[config.mk]
export PLATFORM = sky130hd
export DESIGN_NAME = enemy_position_buffer_flat
export DESIGN_NICKNAME = d
export VERILOG_FILES = /design/src/rtl/enemy_pkg.sv /design/src/rtl/enemy_position_buffer_if.sv /design/src/rtl/enemy_position_buffer_move_rate_divider.sv /design/src/rtl/enemy_position_buffer.sv /design/src/flat_wrapper.sv
export SDC_FILE = /design/constraint.sdc
export NUM_CORES = 1
export LEC_CHECK = 0
export CAP_MARGIN = 0
export CORE_MARGIN = 4
export CORE_UTILIZATION = 37
export DETAILED_ROUTE_END_ITERATION = 12
export PLACE_DENSITY = 0.66
export RECOVER_POWER = 25
export SLEW_MARGIN = 20
export SYNTH_ARGS = -nofsm -noshare
export SYNTH_HDL_FRONTEND = slang
export SYNTH_SLANG_ARGS = --single-unit
[constraint.sdc]
create_clock -name CLOCK_50 -period 3 [get_ports CLOCK_50]
set_clock_uncertainty 0.1 [all_clocks]
set_input_delay 0.6 -clock CLOCK_50 [delete_from_list [all_inputs] [get_ports CLOCK_50]]
set_output_delay 0.6 -clock CLOCK_50 [all_outputs]
set_load 0.03 [all_outputs]
[src/rtl/enemy_pkg.sv]
// ============================================================================
// Module      : enemy_pkg
// Description : Shared types and spawn table for the enemy position buffer.
// Revision    : 1.0 - initial release
// ============================================================================
`default_nettype none

package enemy_pkg;

    // Screen coordinate, wide enough for x up to 511.
    typedef logic [8:0] coord_t;

    // Sweep sequencer states.
    typedef enum logic [1:0] {
        IDLE    = 2'd0,
        CAPTURE = 2'd1,
        UPDATE  = 2'd2,
        DONE    = 2'd3
    } state_t;

    localparam int c_spawn_count = 16;

    // Spawn x for table entry idx; entries past the table return 0.
    function automatic coord_t spawn_x(input int idx);
        coord_t v;
        case (idx)
            0:       v = 9'd100;
            1:       v = 9'd0;
            2:       v = 9'd49;
            3:       v = 9'd319;
            4:       v = 9'd200;
            5:       v = 9'd10;
            6:       v = 9'd160;
            7:       v = 9'd300;
            8:       v = 9'd20;
            9:       v = 9'd40;
            10:      v = 9'd80;
            11:      v = 9'd120;
            12:      v = 9'd240;
            13:      v = 9'd260;
            14:      v = 9'd280;
            15:      v = 9'd310;
            default: v = 9'd0;
        endcase
        return v;
    endfunction

    // Spawn y for table entry idx; entries past the table return 0.
    function automatic coord_t spawn_y(input int idx);
        coord_t v;
        case (idx)
            0:       v = 9'd104;
            1:       v = 9'd50;
            2:       v = 9'd50;
            3:       v = 9'd10;
            4:       v = 9'd30;
            5:       v = 9'd220;
            6:       v = 9'd120;
            7:       v = 9'd200;
            8:       v = 9'd20;
            9:       v = 9'd200;
            10:      v = 9'd60;
            11:      v = 9'd180;
            12:      v = 9'd100;
            13:      v = 9'd40;
            14:      v = 9'd230;
            15:      v = 9'd239;
            default: v = 9'd0;
        endcase
        return v;
    endfunction

endpackage

`default_nettype wire

[src/rtl/enemy_position_buffer_if.sv]
// ============================================================================
// Module      : enemy_position_buffer_if
// Description : Link between the position buffer (master) and the monster AI
//               stage (slave): capture command, target out, new position in.
// Revision    : 1.0 - initial release
// ============================================================================
`default_nettype none

interface enemy_position_buffer_if;
    import enemy_pkg::*;

    logic   GET_PLAYER_POS;
    logic   RUN_AI;
    coord_t TARGET_X;
    coord_t TARGET_Y;
    coord_t NEW_ENEMY_X;
    coord_t NEW_ENEMY_Y;

    modport master (
        output GET_PLAYER_POS, RUN_AI, TARGET_X, TARGET_Y,
        input  NEW_ENEMY_X, NEW_ENEMY_Y
    );

    modport slave (
        input  GET_PLAYER_POS, RUN_AI, TARGET_X, TARGET_Y,
        output NEW_ENEMY_X, NEW_ENEMY_Y
    );
endinterface

`default_nettype wire

[src/rtl/enemy_position_buffer_move_rate_divider.sv]
// ============================================================================
// Module      : move_rate_divider
// Description : Counts accepted frame starts and emits a go pulse on every
//               MOVE_DIV-th one.
// Revision    : 1.0 - initial release
// ============================================================================
`default_nettype none

module move_rate_divider #(
    parameter int MOVE_DIV = 2
) (
    input  wire logic clk,
    input  wire logic rst_n,
    input  wire logic i_frame_start,
    output logic      o_go
);
    localparam int CNT_W = (MOVE_DIV > 1) ? $clog2(MOVE_DIV) : 1;
    localparam logic [CNT_W-1:0] c_last = CNT_W'(MOVE_DIV - 1);

    logic [CNT_W-1:0] r_count;

    assign o_go = i_frame_start && (r_count == c_last);

    // Advance on each qualified frame start, wrapping at MOVE_DIV-1.
    always_ff @(posedge clk) begin
        if (!rst_n) begin
            r_count <= '0;
        end else if (i_frame_start) begin
            if (r_count == c_last) begin
                r_count <= '0;
            end else begin
                r_count <= r_count + 1'b1;
            end
        end
    end
endmodule

`default_nettype wire

[src/rtl/enemy_position_buffer.sv]
// ============================================================================
// Module      : enemy_position_buffer
// Description : Flip-flop store of enemy positions with a per-frame chase
//               sweep through the monster AI stage and a combinational read
//               port for the draw logic.
//               Optional feature macro: ENEMY_COLLISION_EN (player hit flag).
// Revision    : 1.0 - initial release
// ============================================================================
`default_nettype none

module enemy_position_buffer
    import enemy_pkg::*;
#(
    parameter int NUM_ENEMIES = 8,
    parameter int MOVE_DIV    = 2,
    parameter int X_MAX       = 319,
    parameter int Y_MAX       = 239,
    localparam int IDX_W      = (NUM_ENEMIES > 1) ? $clog2(NUM_ENEMIES) : 1
) (
    input  wire logic             CLOCK_50,
    input  wire logic             RESET_N,
    input  wire logic             FRAME_START,
    input  wire coord_t           PLAYER_X,
    input  wire coord_t           PLAYER_Y,
    enemy_position_buffer_if.master ai,
    input  wire logic [IDX_W-1:0] READ_IDX,
    output coord_t                READ_X,
    output coord_t                READ_Y,
    output logic                  BUSY,
    output logic                  UPDATE_DONE,
    output logic                  PLAYER_HIT
);
    localparam logic [IDX_W-1:0] c_last_idx = IDX_W'(NUM_ENEMIES - 1);
    localparam coord_t c_x_max = coord_t'(X_MAX);
    localparam coord_t c_y_max = coord_t'(Y_MAX);

    state_t           r_state;
    state_t           w_state_next;
    logic [IDX_W-1:0] r_idx;
    coord_t           r_slot_x [NUM_ENEMIES];
    coord_t           r_slot_y [NUM_ENEMIES];
    logic             w_go;
    logic             w_last;
    coord_t           w_cur_x;
    coord_t           w_cur_y;
    coord_t           w_acc_x;
    coord_t           w_acc_y;

    // Frame starts only count while idle, so mid-sweep pulses leave it alone.
    move_rate_divider #(
        .MOVE_DIV(MOVE_DIV)
    ) u_divider (
        .clk          (CLOCK_50),
        .rst_n        (RESET_N),
        .i_frame_start(FRAME_START && (r_state == IDLE)),
        .o_go         (w_go)
    );

    assign w_last  = (r_idx == c_last_idx);
    assign w_cur_x = r_slot_x[r_idx];
    assign w_cur_y = r_slot_y[r_idx];

    // Out-of-range AI results (including 0-1 wrapping to 511) keep the old axis.
    assign w_acc_x = (ai.NEW_ENEMY_X > c_x_max) ? w_cur_x : ai.NEW_ENEMY_X;
    assign w_acc_y = (ai.NEW_ENEMY_Y > c_y_max) ? w_cur_y : ai.NEW_ENEMY_Y;

    // State register.
    always_ff @(posedge CLOCK_50) begin
        if (!RESET_N) begin
            r_state <= IDLE;
        end else begin
            r_state <= w_state_next;
        end
    end

    // Next-state: capture, one cycle per slot, then a single done cycle.
    always_comb begin
        w_state_next = r_state;
        case (r_state)
            IDLE:    if (w_go) w_state_next = CAPTURE;
            CAPTURE: w_state_next = UPDATE;
            UPDATE:  if (w_last) w_state_next = DONE;
            DONE:    w_state_next = IDLE;
            default: w_state_next = IDLE;
        endcase
    end

    // Slot walker: restarts at capture, steps once per update cycle.
    always_ff @(posedge CLOCK_50) begin
        if (!RESET_N) begin
            r_idx <= '0;
        end else if (r_state == CAPTURE) begin
            r_idx <= '0;
        end else if ((r_state == UPDATE) && !w_last) begin
            r_idx <= r_idx + 1'b1;
        end
    end

    // Slot storage: spawn on reset, write back the accepted AI result.
    always_ff @(posedge CLOCK_50) begin
        if (!RESET_N) begin
            for (int i = 0; i < NUM_ENEMIES; i++) begin
                r_slot_x[i] <= spawn_x(i);
                r_slot_y[i] <= spawn_y(i);
            end
        end else if (r_state == UPDATE) begin
            r_slot_x[r_idx] <= w_acc_x;
            r_slot_y[r_idx] <= w_acc_y;
        end
    end

    assign ai.GET_PLAYER_POS = (r_state == CAPTURE);
    assign ai.RUN_AI         = (r_state == UPDATE);
    assign ai.TARGET_X       = (r_state == UPDATE) ? w_cur_x : r_slot_x[0];
    assign ai.TARGET_Y       = (r_state == UPDATE) ? w_cur_y : r_slot_y[0];
    assign BUSY              = (r_state != IDLE);
    assign UPDATE_DONE       = (r_state == DONE);

    // Draw-side read of stored slots; unused select codes read as zero.
    always_comb begin
        READ_X = '0;
        READ_Y = '0;
        if (int'(READ_IDX) < NUM_ENEMIES) begin
            READ_X = r_slot_x[READ_IDX];
            READ_Y = r_slot_y[READ_IDX];
        end
    end

`ifdef ENEMY_COLLISION_EN
    coord_t r_player_x;
    coord_t r_player_y;
    logic   r_hit;

    // Player latch at capture; hit flag sticky until the next capture.
    always_ff @(posedge CLOCK_50) begin
        if (!RESET_N) begin
            r_player_x <= '0;
            r_player_y <= '0;
            r_hit      <= 1'b0;
        end else if (r_state == CAPTURE) begin
            r_player_x <= PLAYER_X;
            r_player_y <= PLAYER_Y;
            r_hit      <= 1'b0;
        end else if ((r_state == UPDATE) &&
                     (w_acc_x == r_player_x) && (w_acc_y == r_player_y)) begin
            r_hit <= 1'b1;
        end
    end

    assign PLAYER_HIT = r_hit;
`else
    logic w_unused_player;

    assign w_unused_player = ^{PLAYER_X, PLAYER_Y};
    assign PLAYER_HIT      = 1'b0;
`endif

endmodule

`default_nettype wire

[src/flat_wrapper.sv]
// flat-port wrapper written by rule: the top's interface ports become plain ports
module enemy_position_buffer_flat import enemy_pkg::*;
#(
    parameter int NUM_ENEMIES = 8,
    parameter int MOVE_DIV    = 2,
    parameter int X_MAX       = 319,
    parameter int Y_MAX       = 239,
    localparam int IDX_W      = (NUM_ENEMIES > 1) ? $clog2(NUM_ENEMIES) : 1
)
  (CLOCK_50, RESET_N, FRAME_START, PLAYER_X, PLAYER_Y, READ_IDX, READ_X, READ_Y, BUSY, UPDATE_DONE, PLAYER_HIT, ai_GET_PLAYER_POS, ai_RUN_AI, ai_TARGET_X, ai_TARGET_Y, ai_NEW_ENEMY_X, ai_NEW_ENEMY_Y);
  enemy_position_buffer_if ai_i ();
  input  wire logic CLOCK_50;
  input  wire logic RESET_N;
  input  wire logic FRAME_START;
  input  wire coord_t PLAYER_X;
  input  wire coord_t PLAYER_Y;
  input  wire logic [IDX_W-1:0] READ_IDX;
  output coord_t READ_X;
  output coord_t READ_Y;
  output logic BUSY;
  output logic UPDATE_DONE;
  output logic PLAYER_HIT;
  output wire logic [$bits(ai_i.GET_PLAYER_POS)-1:0] ai_GET_PLAYER_POS;
  output wire logic [$bits(ai_i.RUN_AI)-1:0] ai_RUN_AI;
  output wire logic [$bits(ai_i.TARGET_X)-1:0] ai_TARGET_X;
  output wire logic [$bits(ai_i.TARGET_Y)-1:0] ai_TARGET_Y;
  input wire logic [$bits(ai_i.NEW_ENEMY_X)-1:0] ai_NEW_ENEMY_X;
  input wire logic [$bits(ai_i.NEW_ENEMY_Y)-1:0] ai_NEW_ENEMY_Y;
  assign ai_GET_PLAYER_POS = ai_i.GET_PLAYER_POS;
  assign ai_RUN_AI = ai_i.RUN_AI;
  assign ai_TARGET_X = ai_i.TARGET_X;
  assign ai_TARGET_Y = ai_i.TARGET_Y;
  assign ai_i.NEW_ENEMY_X = ai_NEW_ENEMY_X;
  assign ai_i.NEW_ENEMY_Y = ai_NEW_ENEMY_Y;
  enemy_position_buffer #(.NUM_ENEMIES(NUM_ENEMIES), .MOVE_DIV(MOVE_DIV), .X_MAX(X_MAX), .Y_MAX(Y_MAX)) u_core (.CLOCK_50(CLOCK_50), .RESET_N(RESET_N), .FRAME_START(FRAME_START), .PLAYER_X(PLAYER_X), .PLAYER_Y(PLAYER_Y), .ai(ai_i), .READ_IDX(READ_IDX), .READ_X(READ_X), .READ_Y(READ_Y), .BUSY(BUSY), .UPDATE_DONE(UPDATE_DONE), .PLAYER_HIT(PLAYER_HIT));
endmodule
==> key figures, run 1 <==
Logic synthesis
  • Avg Cell Area, Syn: 13.3 sq um
  • Post-Syn Instances: 616
  • Sequential fraction of the synthesis area: 55.1%
  • Post-Syn Area: 8180 sq um
  • Warnings, synthesis: 0
  • Synth top area share: 52.9%
  • Syn nets: 664
  • Synth top area cells: edfxtp_1, mux4_2, mux2i_1
  • Post-synth EDFFs: 144
  • Synth Register Bits: 153
  • Asr flop ratio synth: 0%
  • Dominant cell type by area after synthesis: edfxtp_1
  • Yosys cell types: 40
  • Synth Flop Type: edfxtp_1

CTS
  • Largest buffer count on any clock path: 2
  • CTS Sinks: 153
  • CTS Buf Count: 17
  • Reg clk slew, reported paths: 60 ps
  • H-tree levels: 4
  • Clock Latency Late Sink: 430 ps
  • Root Buffer: clkbuf_16
  • CTS tree: yes

Setup path
  • Worst path max stage delay: 490 ps
  • Crit-path slowest cell: mux4_2
  • CP Cell Sequence: buf_12 > buf_16 > mux4_2 > mux2_4 > mux2_4 > buf_6
  • Crit Reg-Reg Endpoint: u_core.r_slot_x[2][3]$_SDFFCE_PN0P_
  • WS Path Type: reg -> out
  • R2R Setup Slk: 300 ps
  • CP Launch Type: flop
  • Critical path required time: 2300 ps
  • Reg2reg path depth: 8
  • Worst Path Buf+Inv: 3
  • Crit end category: output pin
  • Largest delay share family, worst path: multiplexers
  • Critical path peak fanout: 6
  • Most used cell, CP: mux2_4
  • Worst flop-to-flop path startpoint: u_core.r_state[0]$_SDFFE_PN0P_
  • WP data arrival: 2300 ps

Final layout
  • Fillers: 1917
  • Area Overhead vs Synth: 25.2%
  • Share of post-route cells with drive strength above 1: 30.5%
  • Diodes inserted: 0
  • Sequential cell area: 4510 sq um
  • Area of the multi-input gates: 3480 sq um
  • Nets: 786
  • Post-route insts no fill: 1031

Placement
  • Dpl hpwl: 16.2 mm
  • GPL Wtd Cong: 0.845
  • Dpl ws: 1.57 ps
  • Input/output buffers: 63
  • Placed cells: 984

Status
  • Outcome: complete, no violations

GRT
  • Global-route wire length before repair: 35.9 mm
  • GRT Total Usage: 19.9%
  • Remaining Overflow, GRT: 0
  • Initial antenna violation count: 0
  • Largest net degree at the start of global routing: 23
  • Vias in the first global route: 6049

STA
  • RSZ-0062 raised after global routing: true
  • Setup_tns: 0 ps
  • Setup violations, final: 0
  • Final Max Tran Viols: 0
  • Fin crit share: 99.9%
  • Max-slew headroom: 21.5%
  • Fin crit period: 3000 ps
  • Fin Hold WS: 492 ps
  • Final setup margin: 3.03 ps
  • Worst Tran Pin Value: 1180 ps
  • Hold Vio Cnt, Final: 0
  • Maximum achievable frequency: 334 MHz

Drt
  • Pre-antenna DRT Iters: 5
  • 1st-iter DRT viols: 661
  • Final ANT Viol Nets: 0
  • Final wirelength: 24.3 mm
  • Via/cell ratio: 5.66
  • Via Count: 5837
  • Post-route DRC: 0
  • WL/cell: 23.6 um

Power
  • Worst vdd ir: 0.396 mV
  • PD cells: 601 nW/um^2
  • Leakage: 0.00341 uW

Hold path
  • Hold path start: u_core.r_state[1]$_SDFFE_PN0P_
  • Hold Path Cell Cnt: 2
  • Worst hold path type: reg -> reg
  • Hold EP: u_core.r_state[1]$_SDFFE_PN0P_

Floorplan
  • Die ar.: 24500 sq um
  • Initial core utilization: 37.6%
  • FP Rows: 54
  • # IOs: 83
  • Die width: 157 um
  • Die outline height: 157 um
  • Core ar.: 21800 sq um

Flow run
  • MaxCap Viol Count: 0
-- how the worst max path moves through the flow --
stage | startpoint | slack (ps) | cells after the start | endpoint
finish | flop | 3 | 6 | ai_TARGET_Y[2]
global route | flop | -20 | 6 | ai_TARGET_Y[2]
CTS | flop | -50 | 5 | ai_TARGET_Y[7]
detailed placement | READ_IDX[0] | 2 | 4 | READ_Y[7]
global placement | READ_IDX[0] | 7 | 4 | READ_Y[7]
floorplan | READ_IDX[0] | 290 | 4 | READ_X[8]
-- cell usage after synthesis (6+ instances only) --
library cell	number
dfxtp_1	9
nand2_1	71
mux2_2	30
o21ai_0	10
nor2_1	105
ha_1	6
nor3_1	8
nor2b_1	12
a22oi_1	20
buf_2	9
inv_1	11
clkbuf_1	20
buf_4	9
a31oi_1	7
nand3_1	11
mux4_2	50
edfxtp_1	144
mux2i_1	48
-- cell type report --
type                       instances  area share (%)
sequential                       153            44.1
multi-input combinational        411            34.0
timing repair buffer             143            12.1
clock buffer                      22            4.44
tap                              280            3.42
clock inverter                    10            1.47
inverter                          12           0.440
-- metal layers --
layer	wire length (um)	GRT usage (%)	share of wire, %	vias to the layer above
met5	0	0	0	-
met4	641	7.15	2.6	0
met3	1880	3.87	7.7	48
met2	12300	34.7	51	268
met1	9490	24.6	39	2962
li1	-	-	-	2559
-- placed cells by master, fill, tap and decap left out, types with 5 or more instances in the layout --
cell,count
edfxtp_1,144
nor2_1,105
buf_4,81
nand2_1,71
mux4_2,50
mux2i_1,48
clkdlybuf4s50_1,23
mux2_2,22
clkbuf_1,18
clkbuf_16,17
a22oi_1,13
nor2b_1,12
inv_1,11
nand3_1,11
mux2_4,9
o21ai_0,8
nor3_1,8
a22oi_2,7
a31oi_1,7
dfxtp_1,7
buf_6,7
ha_1,6
clkinv_2,6
mux2i_4,5
buf_12,5
-- per-stage QoR --
step	total power [uW]	instance area (sq um)	utilization, %
finish	6150	10200	47.1
CTS	6140	10200	47.0
global route	6340	10200	47.1
global placement	3810	9410	43.3
detailed placement	3830	9410	43.3
floorplan	3360	8180	-
-- worst reg2reg max path, cell delays in order (launching register included) --
cell and delay [ps]:
dfxtp_1 390, inv_1 80, ha_1 230, buf_4 230, buf_4 230, and3_1 210
nand2_1 90, clkbuf_1 720, nor2_1 130
-- logic make-up (layout without fill, tap and decap cells) --
kind of cell             count (synthesis)  count (layout)  synth area share (%)
AND/OR/NAND/NOR                        217             217                  11.0
AO/OA/AOI/OAI                           51              51                  4.41
adder cells (fa/ha/maj)                  6               6                 0.918
buffers and inverters                   52             187                  3.03
multiplexers                           134             134                  25.3
flip-flops                             153             153                  55.1
XOR/XNOR                                 2               2                 0.214
other                                    1               1                0.0458
-- power breakdown --
group	total [uW]	internal (uW)	leakage, uW	switching [uW]
logic	1450	667	0.00173	781
registers	2480	2410	0.00138	66.4
clock network	2230	1400	0.000301	824
-- state kept, by name, summed over array words and instances (netlist names), named ones only --
name	flops
u_core.u_divider.r_count	1
u_core.r_slot_x	72
u_core.r_slot_y	72
u_core.r_state	2
u_core.r_idx	3
-- what timing repair did --
item | CTS | global route
gates cloned | 2 | 0
hold endpoints to repair | 0 | 0
gates resized for setup | 28 | 25
hold buffers | 0 | 0
setup endpoints to repair | 13 | 19
buffers inserted | 10 | 3
(Power assumes the default switching activity.)
==> run 2: changes to the inputs <==
SYNTH_HIERARCHICAL = 1   (was default)
==> key figures, run 2 <==
Status
  • Outcome: complete, no violations

CTS
  • Largest buffer count on any clock path: 2 (unchanged)
  • H-tree levels: 4 (unchanged)
  • Clock Latency Late Sink: 420 ps (about the same)
  • Root Buffer: clkbuf_16
  • CTS Sinks: 153 (unchanged)
  • CTS Buf Count: 17 (unchanged)
  • CTS tree: yes
  • Reg clk slew, reported paths: 60 ps (about the same)

Logic synthesis
  • Post-Syn Instances: 624 (+1.3%)
  • Most common cell in the netlist: edfxtp_1
  • Synth top area cells: edfxtp_1, mux4_2, mux2i_1
  • Asr flop ratio synth: 0% (unchanged)
  • Yosys cell types: 39 (-2.5%)
  • Avg Cell Area, Syn: 13.1 sq um (-1.3%)
  • Dominant cell type by area after synthesis: edfxtp_1
  • Synth Flop Type: edfxtp_1
  • Post-Syn Area: 8180 sq um (about the same)
  • Post-synth EDFFs: 144 (unchanged)
  • Syn nets: 672 (+1.2%)
  • Synth Register Bits: 153 (unchanged)
  • Sequential fraction of the synthesis area: 55.1% (about the same)
  • Synth top area share: 52.9% (about the same)
  • Most frequent cells after synthesis: edfxtp_1, nor2_1, nand2_1, mux2i_1, mux4_2
  • Warnings, synthesis: 6 (+6)

Setup path
  • CP Cell Sequence: buf_12 > mux4_2 > mux2_4 > mux2_4 > buf_6
  • WP data arrival: 2280 ps (-20 ps)
  • Largest delay share family, worst path: multiplexers
  • Critical path peak fanout: 22 (+16)
  • Crit-path slowest cell: mux4_2
  • Most used cell, CP: mux2_4
  • Critical path required time: 2300 ps (about the same)
  • Crit end category: output pin
  • WS Path Type: reg -> out
  • Worst Path Buf+Inv: 2 (-1)
  • Worst path max stage delay: 520 ps (+30 ps)
  • CP Launch Type: flop

Floorplan
  • Die ar.: 24600 sq um (about the same)
  • FP Rows: 54 (unchanged)
  • Die width: 157 um (about the same)
  • # IOs: 83 (unchanged)
  • Core ar.: 21800 sq um (unchanged)
  • Die outline height: 157 um (about the same)
  • Initial core utilization: 37.6% (about the same)

Drt
  • Pre-antenna DRT Iters: 5 (unchanged)
  • M1 WL: 9.16 mm (-3.4%)
  • Top Metal Used: met4
  • WL/cell: 23.4 um (-0.56%)
  • Final wirelength: 24.3 mm (about the same)
  • DR WL met2: 12.4 mm (+0.55%)
  • Via/cell ratio: 5.69 (+0.49%)
  • Final ANT Viol Nets: 0 (unchanged)
  • Post-route DRC: 0 (unchanged)
  • Via Count: 5894 (+0.98%)
  • 1st-iter DRT viols: 710 (+7.4%)
  • Routed met3 length: 1.96 mm (+4.2%)

Final layout
  • Area of the multi-input gates: 3450 sq um (-0.97%)
  • Diodes inserted: 0 (unchanged)
  • Post-route cell area: 10200 sq um (-0.35%)
  • Nets: 791 (+0.64%)
  • Share of post-route cells with drive strength above 1: 27.9% (-2.6 points)
  • Biggest regs: u_core/r_slot_x x72, u_core/r_slot_y x72, u_core/r_idx x3
  • Fillers: 1899 (-0.94%)
  • Commonest non-fill, non-tap cells in the layout: edfxtp_1, nor2_1, buf_4
  • Sequential cell area: 4510 sq um (about the same)
  • Area Overhead vs Synth: 24.7%
  • Leading cell type in the layout, fill and taps excluded: edfxtp_1
  • Post-layout utilization of the core: 46.9% (-0.17 points)

STA
  • Fin crit period: 2980 ps (-15.3 ps)
  • Fin crit share: 99.4% (-0.51 points)
  • Setup violations, final: 0 (unchanged)
  • Hold Vio Cnt, Final: 0 (unchanged)
  • Worst Tran Pin Value: 1170 ps (-12.4 ps)
  • Fin Hold WS: 465 ps (-26.3 ps)
  • Final Max Tran Viols: 0 (unchanged)
  • Maximum achievable frequency: 335 MHz (+0.51%)
  • Final setup margin: 18.4 ps (+15.3 ps)
  • RSZ-0062 raised after global routing: true
  • Max-slew headroom: 22.3% (+0.83 points)

GRT
  • Vias in the first global route: 5999 (-0.83%)
  • Remaining Overflow, GRT: 0 (unchanged)
  • Largest net degree at the start of global routing: 27 (+17%)
  • Global-route wire length before repair: 35.7 mm (-0.33%)
  • Initial antenna violation count: 0 (unchanged)
  • GRT Total Usage: 19.9% (-0.030 points)

Flow run
  • MaxCap Viol Count: 0 (unchanged)

Placement
  • Dpl hpwl: 16.0 mm (-1.3%)
  • Placed cell area: 9470 sq um (+0.54%)
  • GPL Wtd Cong: 0.851 (+0.70%)
  • Input/output buffers: 63 (unchanged)
  • Dpl ws: -174 ps (-176 ps)

Power
  • PD cells: 579 nW/um^2 (-3.6%)
  • Worst vdd ir: 0.353 mV (-11%)
  • Leakage: 0.00339 uW (-0.74%)

Hold path
  • Worst hold path type: reg -> reg
==> run 2: kinds of logic (layout without fill, tap and decap cells) <==
group	count (synthesis)	in the layout	synth area share (%)
and+or+nand+nor	219	219	11.1
DFF	153	153	55.1
muxes	134	134	24.9
buffers and inverters	56	188	3.32
AOI/OAI and AO/OA	53	53	4.37
adders and majority gates	6	6	0.918
xor gates and xnor gates	2	2	0.214
other	1	1	0.0458
==> run 2: power breakdown <==
| group | internal, uW | total (uW) | switching [uW] |
|---|---|---|---|
| registers | 2410 | 2470 | 59.9 |
| clock network | 1280 | 2070 | 785 |
| logic | 614 | 1370 | 761 |
==> run 2: cell type report <==
cell class / instances / area share, %
Sequential cell: 153 / 44.2
Multi-Input combinational cell: 415 / 33.8
Timing Repair Buffer: 140 / 12.3
Clock buffer: 23 / 4.69
Tap cell: 280 / 3.43
Clock inverter: 9 / 0.957
Inverter: 16 / 0.589
==> run 2: routing by layer <==
metal	global-route usage [%]	up-vias
li1	-	2578
met1	24.9	2963
met2	34.3	299
met3	3.73	54
met4	7.36	0
met5	0	-
==> run 2: timing repair <==
action,4_1_cts,5_1_grt
setup buffers,9,1
hold buffers,0,0
gates cloned,2,1
gates resized for setup,33,8
endpoints found under the setup margin,24,9
pin swaps,0,0
==> run 2: per-stage QoR <==
stage	total power, uW	std cells	setup TNS [ps]
global placement	3760	992	-1220
floorplan	3330	624	0
CTS	5950	1035	-10.6
finish	5910	1036	0
detailed placement	3790	992	-1670
global route	6120	1036	-25.9
==> run 2: worst register-to-register path, cell delays in order (launching register included) <==
cell and delay [ps]:
dfxtp_1 390, inv_1 90, ha_1 270, buf_12 200, buf_4 220, and3_1 220
nand3_1 110, clkbuf_1 700, nor2_1 140
==> run 2: final timing paths <==
path | to | cells after the start | slack [ps] | start
setup / recovery | ai_TARGET_Y[1] | 5 | 20 | flop
hold / removal | u_core/r_state[1]$_SDFFE_PN0P_ | 2 | 470 | u_core/r_state[1]$_SDFFE_PN0P_
setup reg to reg | u_core/r_slot_x[7][4]$_SDFFCE_PN0P_ | 8 | 270 | u_core/r_state[0]$_SDFFE_PN0P_
hold reg to reg | u_core/r_state[1]$_SDFFE_PN0P_ | 2 | 470 | u_core/r_state[1]$_SDFFE_PN0P_
==> run 3: changes to the inputs <==
CTS_CLUSTER_DIAMETER = 120   (was default)
==> results of run 3 <==
The final DEF is identical to that of run 2; final timing and power are the same.
